===== config.mk =====
export PLATFORM = sky130hd
export DESIGN_NAME = mem_port_arbiter
export DESIGN_NICKNAME = d
export VERILOG_FILES = /design/src/rtl/mem_port_arbiter.sv
export SDC_FILE = /design/constraint.sdc
export NUM_CORES = 1
export LEC_CHECK = 0
export CAP_MARGIN = 20
export CORE_MARGIN = 1.5
export CORE_UTILIZATION = 25
export DETAILED_ROUTE_END_ITERATION = 6
export GPL_TIMING_DRIVEN = 0
export PLACE_DENSITY = 0.58
export SETUP_SLACK_MARGIN = 0.1
export SLEW_MARGIN = 20
export SYNTH_ARGS = -nofsm -noshare
export SYNTH_HDL_FRONTEND = slang
export SYNTH_SLANG_ARGS = --single-unit

===== constraint.sdc =====
create_clock -name clk -period 3.7 [get_ports clk]
set_clock_uncertainty 0.2 [all_clocks]
set_input_delay 0.74 -clock clk [delete_from_list [all_inputs] [get_ports clk]]
set_output_delay 0.74 -clock clk [all_outputs]
set_load 0.005 [all_outputs]

===== src/rtl/mem_port_arbiter.sv =====
// Two-requester arbiter for the single memory port: round-robin grant between
// core and loader, read-latency sequencing, write completion/timeout, error pulses.
module mem_port_arbiter #(
  parameter int READ_LAT   = 2,
  parameter int WR_TIMEOUT = 255
) (
  input  logic        clk,
  input  logic        rst,
  input  logic        c_req,
  input  logic [31:0] c_addr,
  input  logic [1:0]  c_wmode,
  input  logic [31:0] c_wdata,
  output logic        c_ack,
  output logic        c_err,
  input  logic        l_req,
  input  logic [31:0] l_addr,
  input  logic [1:0]  l_wmode,
  input  logic [31:0] l_wdata,
  output logic        l_ack,
  output logic        l_err,
  output logic [31:0] rdata,
  output logic [31:0] m_addr,
  output logic [1:0]  m_wmode,
  output logic [7:0]  m_wbyte,
  output logic [15:0] m_whalf,
  output logic [31:0] m_wword,
  input  logic [31:0] m_word,
  input  logic        m_done,
  input  logic        m_error
);

  typedef enum logic [1:0] {IDLE, READ, WRITE, RESP} state_t;

  localparam logic [7:0] RD_LOAD = 8'(READ_LAT - 1);
  localparam logic [7:0] TO_LAST = 8'(WR_TIMEOUT - 1);

  state_t      state;
  logic [7:0]  cnt;      // read latency down-counter / write wait up-counter
  logic        gnt_l;    // 1 = loader owns the current transaction
  logic        last_l;   // 1 = loader was granted last
  logic        err_q;

  logic        pick_l;
  logic [31:0] sel_addr;
  logic [1:0]  sel_wmode;
  logic [31:0] sel_wdata;

  // Loader wins only if it alone requests, or on a tie when core went last.
  always_comb begin
    pick_l    = l_req && (!c_req || !last_l);
    sel_addr  = pick_l ? l_addr  : c_addr;
    sel_wmode = pick_l ? l_wmode : c_wmode;
    sel_wdata = pick_l ? l_wdata : c_wdata;
  end

  // NOTE: state and outputs are registers, so every assignment here is
  // non-blocking; blocking ones would make results depend on statement order.
  always_ff @(posedge clk or negedge rst) begin
    if (!rst) begin
      state   <= IDLE;
      cnt     <= '0;
      gnt_l   <= 1'b0;
      last_l  <= 1'b1;
      err_q   <= 1'b0;
      c_ack   <= 1'b0;
      c_err   <= 1'b0;
      l_ack   <= 1'b0;
      l_err   <= 1'b0;
      rdata   <= '0;
      m_addr  <= '0;
      m_wmode <= '0;
      m_wbyte <= '0;
      m_whalf <= '0;
      m_wword <= '0;
    end else begin
      // Acks default low so they can only ever be one-cycle pulses.
      c_ack <= 1'b0;
      c_err <= 1'b0;
      l_ack <= 1'b0;
      l_err <= 1'b0;
      case (state)
        IDLE: begin
          if (c_req || l_req) begin
            gnt_l   <= pick_l;
            err_q   <= 1'b0;
            m_addr  <= sel_addr;
            m_wbyte <= sel_wdata[7:0];
            m_whalf <= sel_wdata[15:0];
            m_wword <= sel_wdata;
            if (sel_wmode == 2'd0) begin
              cnt   <= RD_LOAD;
              state <= READ;
            end else begin
              cnt     <= '0;
              m_wmode <= sel_wmode;
              state   <= WRITE;
            end
          end
        end
        READ: begin
          if (cnt == 8'd0) begin
            rdata <= m_word;
            err_q <= m_error;
            state <= RESP;
          end else begin
            cnt <= cnt - 8'd1;
          end
        end
        WRITE: begin
          // cnt == 0 marks the first write cycle, the only one m_error is honoured in.
          if (cnt == 8'd0 && m_error) begin
            m_wmode <= '0;
            err_q   <= 1'b1;
            state   <= RESP;
          end else if (m_done) begin
            m_wmode <= '0;
            state   <= RESP;
          end else if (cnt == TO_LAST) begin
            m_wmode <= '0;
            err_q   <= 1'b1;
            state   <= RESP;
          end else begin
            cnt <= cnt + 8'd1;
          end
        end
        RESP: begin
          c_ack  <= !gnt_l;
          l_ack  <= gnt_l;
          c_err  <= !gnt_l && err_q;
          l_err  <= gnt_l && err_q;
          last_l <= gnt_l;
          state  <= IDLE;
        end
        default: state <= IDLE;
      endcase
    end
  end

endmodule


==> results of run 1 <==
-- power breakdown --
group	internal (mW)	leakage, nW	switching, mW
Clock	1.30	0.333	0.608
Combinational	2.15	2.43	1.54
Sequential	1.88	1.41	0.367
-- routing by layer --
layer / vias up / GRT usage (%) / routed length, um / part of all wire (%)
li1: 2402 / - / - / -
met1: 2319 / 19.4 / 7990 / 43
met2: 149 / 26.6 / 9000 / 49
met3: 19 / 4.52 / 1060 / 5.7
met4: 0 / 5.04 / 327 / 1.8
met5: - / 0 / 0 / 0
-- per-stage QoR --
stage	util, %	worst slack (ns)	TNS (ns)	instance area [um2]	power (mW)
finish	43.9	0.427	0	9620	7.84
CTS	43.9	0.436	0	9620	7.95
global placement	40.7	-3.21	-366.57	8910	5.95
floorplan	-	0.816	0	5600	3.93
global route	43.9	0.177	0	9620	8.39
detailed placement	40.8	0.161	0	8930	6.00
-- cells by family (layout without fill, tap and decap cells) --
logic type                 Yosys count  in the layout  share of synthesized area [%]
DFF                                115            115                           51.4
AOI/OAI and AO/OA                  109            109                           11.3
muxes                              104            104                           19.4
and+or+nand+nor                    103            103                           8.13
buffers and inverters               63            391                           6.48
adders and majority gates           12             12                           2.81
xor gates and xnor gates             3              3                          0.469
-- state kept, by name, indices dropped and copies added, names as in the netlist --
name,count
l_err,1
c_ack,1
m_wmode,2
m_wword,17
cnt,8
gnt_l,1
m_addr,32
m_wbyte,7
rdata,32
m_whalf,8
last_l,1
l_ack,1
state,2
err_q,1
c_err,1
-- worst max-delay path by stage --
stage	slack, ns	endpoint	cells past startpoint	from
after detailed placement	0.16	m_addr[23]$_DFFE_PN0P_	7	l_req
final	0.43	cnt[7]$_DFFE_PN0P_	10	state[0]$_DFFE_PN0P_
after global placement	-3.21	m_addr[3]$_DFFE_PN0P_	1	rst
after floorplan	0.82	cnt[7]$_DFFE_PN0P_	9	state[0]$_DFFE_PN0P_
after CTS	0.44	cnt[7]$_DFFE_PN0P_	10	state[0]$_DFFE_PN0P_
after global routing	0.18	cnt[7]$_DFFE_PN0P_	10	state[0]$_DFFE_PN0P_
-- synth_stat cells (2+ instances only) --
library cell | count | share of area [%]
mux2_1 | 35 | 7.0
buf_2 | 8 | 0.71
xor2_1 | 3 | 0.47
o211ai_1 | 3 | 0.40
o31ai_1 | 6 | 0.80
or3_1 | 2 | 0.22
o21ai_0 | 75 | 6.7
clkbuf_1 | 16 | 1.1
or4_4 | 2 | 0.40
and2_1 | 3 | 0.34
a21oi_1 | 5 | 0.45
buf_6 | 3 | 0.60
dfrtp_1 | 114 | 51
nor2_1 | 9 | 0.60
o41ai_1 | 3 | 0.47
buf_4 | 25 | 3.3
nor3_1 | 4 | 0.36
nand2_1 | 70 | 4.7
nand3_1 | 4 | 0.36
inv_1 | 11 | 0.74
mux2i_1 | 68 | 12
o21a_1 | 3 | 0.40
ha_1 | 11 | 2.5
o21ai_1 | 5 | 0.45
-- area by class of cell --
class | instances | area, um2
buffer | 52 | 322
clock buffer | 19 | 453
clock inverter | 13 | 229
fill | 2130 | 12300
inverter | 11 | 41.3
multi-input combinational | 331 | 2360
sequential | 115 | 2880
tap | 280 | 350
timing repair buffer | 296 | 2980
-- placed cells by master (no fill, tap or decap), drive strengths merged, types with 2 or more instances in the layout --
| cell type | synthesis | routed |
|---|---|---|
| clkdlybuf4s50 | 0 | 294 |
| dfrtp | 114 | 114 |
| o21ai | 80 | 80 |
| nand2 | 70 | 70 |
| mux2i | 68 | 68 |
| buf | 36 | 38 |
| mux2 | 36 | 36 |
| clkbuf | 16 | 35 |
| inv | 11 | 12 |
| ha | 11 | 11 |
| nor2 | 9 | 9 |
| o31ai | 6 | 6 |
| bufinv | 0 | 6 |
| a21oi | 5 | 5 |
| nor3 | 5 | 5 |
| clkinv | 0 | 5 |
| nand3 | 4 | 4 |
| and2 | 3 | 3 |
| o211ai | 3 | 3 |
| o21a | 3 | 3 |
| o41ai | 3 | 3 |
| xor2 | 3 | 3 |
| or4 | 2 | 2 |
| or3 | 2 | 2 |
-- worst max-delay path, stage by stage, from the launching register on --
cell and delay [ns]:
dfrtp_1 0.41, inv_1 0.11, ha_1 0.21, clkbuf_1 0.37
inv_1 0.27, ha_1 0.34, a21oi_1 0.23, o2111ai_1 0.17
o211ai_1 0.18, mux2_2 0.38, a221o_1 0.30
==> results.toml, run 1 <==
[detailed_routing]
drc_errors = 0
drtIter0Drc = 140
drt_first_pass_iters = 4
wl_per_cell_um = 16.5
viasPerCell = 4.38
vias = 4889
ant_nets = 0
wl_um = 18400

[hold_path]
hold_class = "in2async"

[synthesis]
netlist_area_mm2 = 0.00560
synthCells = 509
ys_seq_area_share_pct = 51.4
synthArstFlopShare_pct = 100
synth_edf_count = 0
ys_warn_count = 0
synth_ff_type = "dfrtp_1"
synth_nets = 691
synth_cell_types = 45
synth-seq-cells = 115
syn_avg_cell_area_um2 = 11.0

[floorplanning]
row_count = 54
fp.coreArea_mm2 = 0.0219
ios = 296
dieWidth_um = 153
start_util_pct = 25.6
fp.dieH_um = 153
dieArea_mm2 = 0.0233

[placement]
hpwl_um = 14200
io_buffer_count = 295
place_inst = 1085
place_congestion = 0.743

[timing]
fmaxAchievable_mhz = 306
slew_viol_final = 0
setup_viol = 0
fin_crit_sh_pct = 88.4
rsz0062_at_grt = "false"
holdWs_ns = 0.0666
hold_viol_final = 0
tightestPinTransition_ns = 0.588
relSlewSlack_pct = 60.8
fin_crit_ns = 3.27

[setup_path]
critPathKind = "reg2reg"
r2r_slack_ns = 0.43
timing.rr.end = "cnt[7]$_DFFE_PN0P_"
r2r_start = "state[0]$_DFFE_PN0P_"
cp.arrival_ns = 3.36
r2r_cells = 10
cp-start-kind = "flop"
cp_max_fo = 10
endpoint_kind = "flop"
cp_data_required_time_ns = 3.79

[cts]
htree_num_levels = 4
numCtsBuffers = 17
clk_latency_ns = 0.41
clkSinkCount = 115
cts_resized = 0
cts_buffer_depth = 2
tritoncts = "yes"
post_cts_buffers = 0
holdBufCountCts = 0
clkTransAtPathRegs_ns = 0.06
cts_root_buffer = "clkbuf_16"

[power]
leakage_nw = 4.17
power-per-cell-area_mw_per_mm2 = 815
vdd_ir_drop_max_mv = 0.293

[global_routing]
grt_pass1_wl_um = 28600
antenna_found_initial = 0
grtUsageTotal_pct = 15.8
grt_pass1_vias = 5033
grt-ovfl-total = 0
grt_max_degree = 66

[status]
outcome = "completed"

[final_layout]
drive_above_1_share_pct = 9.08
fin_nets = 1006
insertedDiodeCount = 0
syn_to_final_growth_pct = 71.6
fin_cells = 1117

[flow_run]
drv_cap = 0
(Power assumes the default switching activity.)
==> run 2, diff against run 1 <==
--- a/config.mk
+++ b/config.mk
@@ -6,6 +6,7 @@
 export NUM_CORES = 1
 export LEC_CHECK = 0
 export CAP_MARGIN = 20
+export CORE_ASPECT_RATIO = 0.8
 export CORE_MARGIN = 1.5
 export CORE_UTILIZATION = 25
 export DETAILED_ROUTE_END_ITERATION = 6
==> run 2 against run 1 <==
Critical path depth unchanged; combinational power about the same; first-iteration DRC count increased by 4.3%; cell count increased by 2.0%; total power decreased by 2.0%; hold slack improved by 0.21 ns; register-to-register slack got worse by 0.08 ns; critical endpoint unchanged.
==> results.toml, run 2 (synthesis gave the netlist of run 1 again) <==
[final_layout]
postLayoutCellArea_mm2 = 0.00962
top_regs = "m_addr x32, rdata x32, m_wword x17"
drive_above_1_share_pct = 9.18
final_common_cell = "clkdlybuf4s50_1"
multi_input_area_mm2 = 0.00236
syn_to_final_growth_pct = 71.7
regArea_mm2 = 0.00288
fin_cells = 1139
insertedDiodeCount = 0
fin_nets = 1008
num-fill-cells = 2119
layout_common_cells = "294 x clkdlybuf4s50_1, 114 x dfrtp_1, 75 x o21ai_0"

[cts]
numCtsBuffers = 17
clk_latency_ns = 0.41
htree_num_levels = 4
clkSinkCount = 115
tritoncts = "yes"
cts_root_buffer = "clkbuf_16"
clkTransAtPathRegs_ns = 0.06
post_cts_buffers = 0
cts_buffer_depth = 2

[setup_path]
cp.arrival_ns = 3.45
timing.rr.end = "cnt[7]$_DFFE_PN0P_"
cp_data_required_time_ns = 3.79
cp-start-kind = "flop"
critPathBufInv = 3
r2r_cells = 10
endpoint_kind = "flop"
r2r_slack_ns = 0.35
path_cells = "inv_1 -> ha_1 -> clkbuf_1 -> inv_1 -> ha_1 -> a21oi_1 -> o2111ai_1 -> o211ai_1 -> mux2_2 -> a221o_1"
critPathKind = "reg2reg"
crit_slowest_cell = "dfrtp_1"
r2r_start = "state[0]$_DFFE_PN0P_"
cp_max_fo = 10
crit_family = "compound AO/OA/AOI/OAI gates"
cpPeakStageDelay_ns = 0.41

[power]
vdd_ir_drop_max_mv = 0.301
power-per-cell-area_mw_per_mm2 = 799
leakage_nw = 4.16
power_mw = 7.68

[global_routing]
grt_max_degree = 51
antenna_found_initial = 0
grtUsageTotal_pct = 15.5
grt-ovfl-total = 0
grt_pass1_wl_um = 27000
grt_pass1_vias = 4769

[detailed_routing]
drc_errors = 0
vias = 4832
ant_nets = 0
wl_per_cell_um = 16.2
drt_first_pass_iters = 4
viasPerCell = 4.24
drtIter0Drc = 146
wl_um = 18400

[timing]
setup_slack_ns = 0.346
rsz0062_at_grt = "false"
fmaxAchievable_mhz = 298
slew_viol_final = 0
relSlewSlack_pct = 58.9
tightestPinTransition_ns = 0.616
holdWs_ns = 0.278
fin_crit_sh_pct = 90.7
fin_crit_ns = 3.35
setup_viol = 0
hold_viol_final = 0

[floorplanning]
ios = 296
start_util_pct = 25.7
dieWidth_um = 170
dieArea_mm2 = 0.0233
row_count = 48
fp.dieH_um = 137
fp.coreArea_mm2 = 0.0218

[placement]
place_congestion = 0.750
hpwl_um = 14300
place_inst = 1106
placed_cell_area_mm2 = 0.00899
io_buffer_count = 295
place_ws_ns = 0.0443

[hold_path]
min-delay-start = "m_wword[18]$_DFFE_PN0P_"
whs_endpoint = "m_wword[18]$_DFFE_PN0P_"
hold_depth = 2
hold_class = "reg2reg"

[status]
outcome = "completed"

[flow_run]
drv_cap = 0
[run 2: changes by cell type in the layout (fill, tap and decap cells not counted), sizes merged]
cell	delta
inv	+6
clkinv	-1
buf	+1
clkbuf	-2
dlygate4sd3	+1
bufinv	-3
[run 2: per-layer routing]
| layer | track usage, % | part of all wire [%] |
|---|---|---|
| met5 | 0 | 0 |
| met4 | 3.79 | 0.81 |
| met3 | 4.89 | 7.2 |
| met2 | 25.5 | 47 |
| met1 | 19.8 | 44 |
[run 2: worst max path at each step]
stage	start	endpoint	slack (ns)	cells after the start
floorplan	state[0]$_DFFE_PN0P_	cnt[7]$_DFFE_PN0P_	0.82	9
global placement	rst	m_addr[4]$_DFFE_PN0P_	-3.23	1
detailed placement	c_req	m_addr[29]$_DFFE_PN0P_	0.04	7
CTS	state[0]$_DFFE_PN0P_	cnt[7]$_DFFE_PN0P_	0.36	10
global route	state[0]$_DFFE_PN0P_	cnt[7]$_DFFE_PN0P_	0.17	10
finish	state[0]$_DFFE_PN0P_	cnt[7]$_DFFE_PN0P_	0.35	10
[run 2: timing repair]
item / in CTS / in global routing
hold buffers: 1 / 0
gates resized for setup: 0 / 0
hold endpoints to repair: 21 / 0
[run 2: report_power, final]
part / internal, mW / switching, mW
Sequential: 1.88 / 0.374
Clock: 1.08 / 0.660
Combinational: 2.15 / 1.54
Total: 5.11 / 2.57
[run 2: through the flow]
stage	utilization (%)	setup TNS, ns
after global placement	41.0	-367.90
after global routing	44.1	0
after floorplan	-	0
after CTS	44.1	0
after detailed placement	41.2	0
final	44.1	0
[run 2: layout make-up]
type                       count  share of cell area [%]
inverter                      11                   0.429
buffer                        52                    3.34
tap                          300                    3.90
timing repair buffer         298                    31.4
multi-input combinational    331                    24.5
sequential                   115                    29.9
clock buffer                  17                    4.42
clock inverter                15                    2.04
[run 2: worst min-delay path: stages (launching register included)]
cell and delay, ns:
dfrtp_1 0.34, nand2_1 0.04, o21ai_0 0.06
==> run 3, diff against run 2 <==
--- a/config.mk
+++ b/config.mk
@@ -5,11 +5,13 @@
 export SDC_FILE = /design/constraint.sdc
 export NUM_CORES = 1
 export LEC_CHECK = 0
+export ABC_CLOCK_PERIOD_IN_PS = 3700
 export CAP_MARGIN = 20
 export CORE_ASPECT_RATIO = 0.8
 export CORE_MARGIN = 1.5
 export CORE_UTILIZATION = 25
 export DETAILED_ROUTE_END_ITERATION = 6
+export GPL_ROUTABILITY_DRIVEN = 0
 export GPL_TIMING_DRIVEN = 0
 export PLACE_DENSITY = 0.58
 export SETUP_SLACK_MARGIN = 0.1
==> results of run 3 <==
The final DEF is identical to that of run 2; final timing and power are the same.
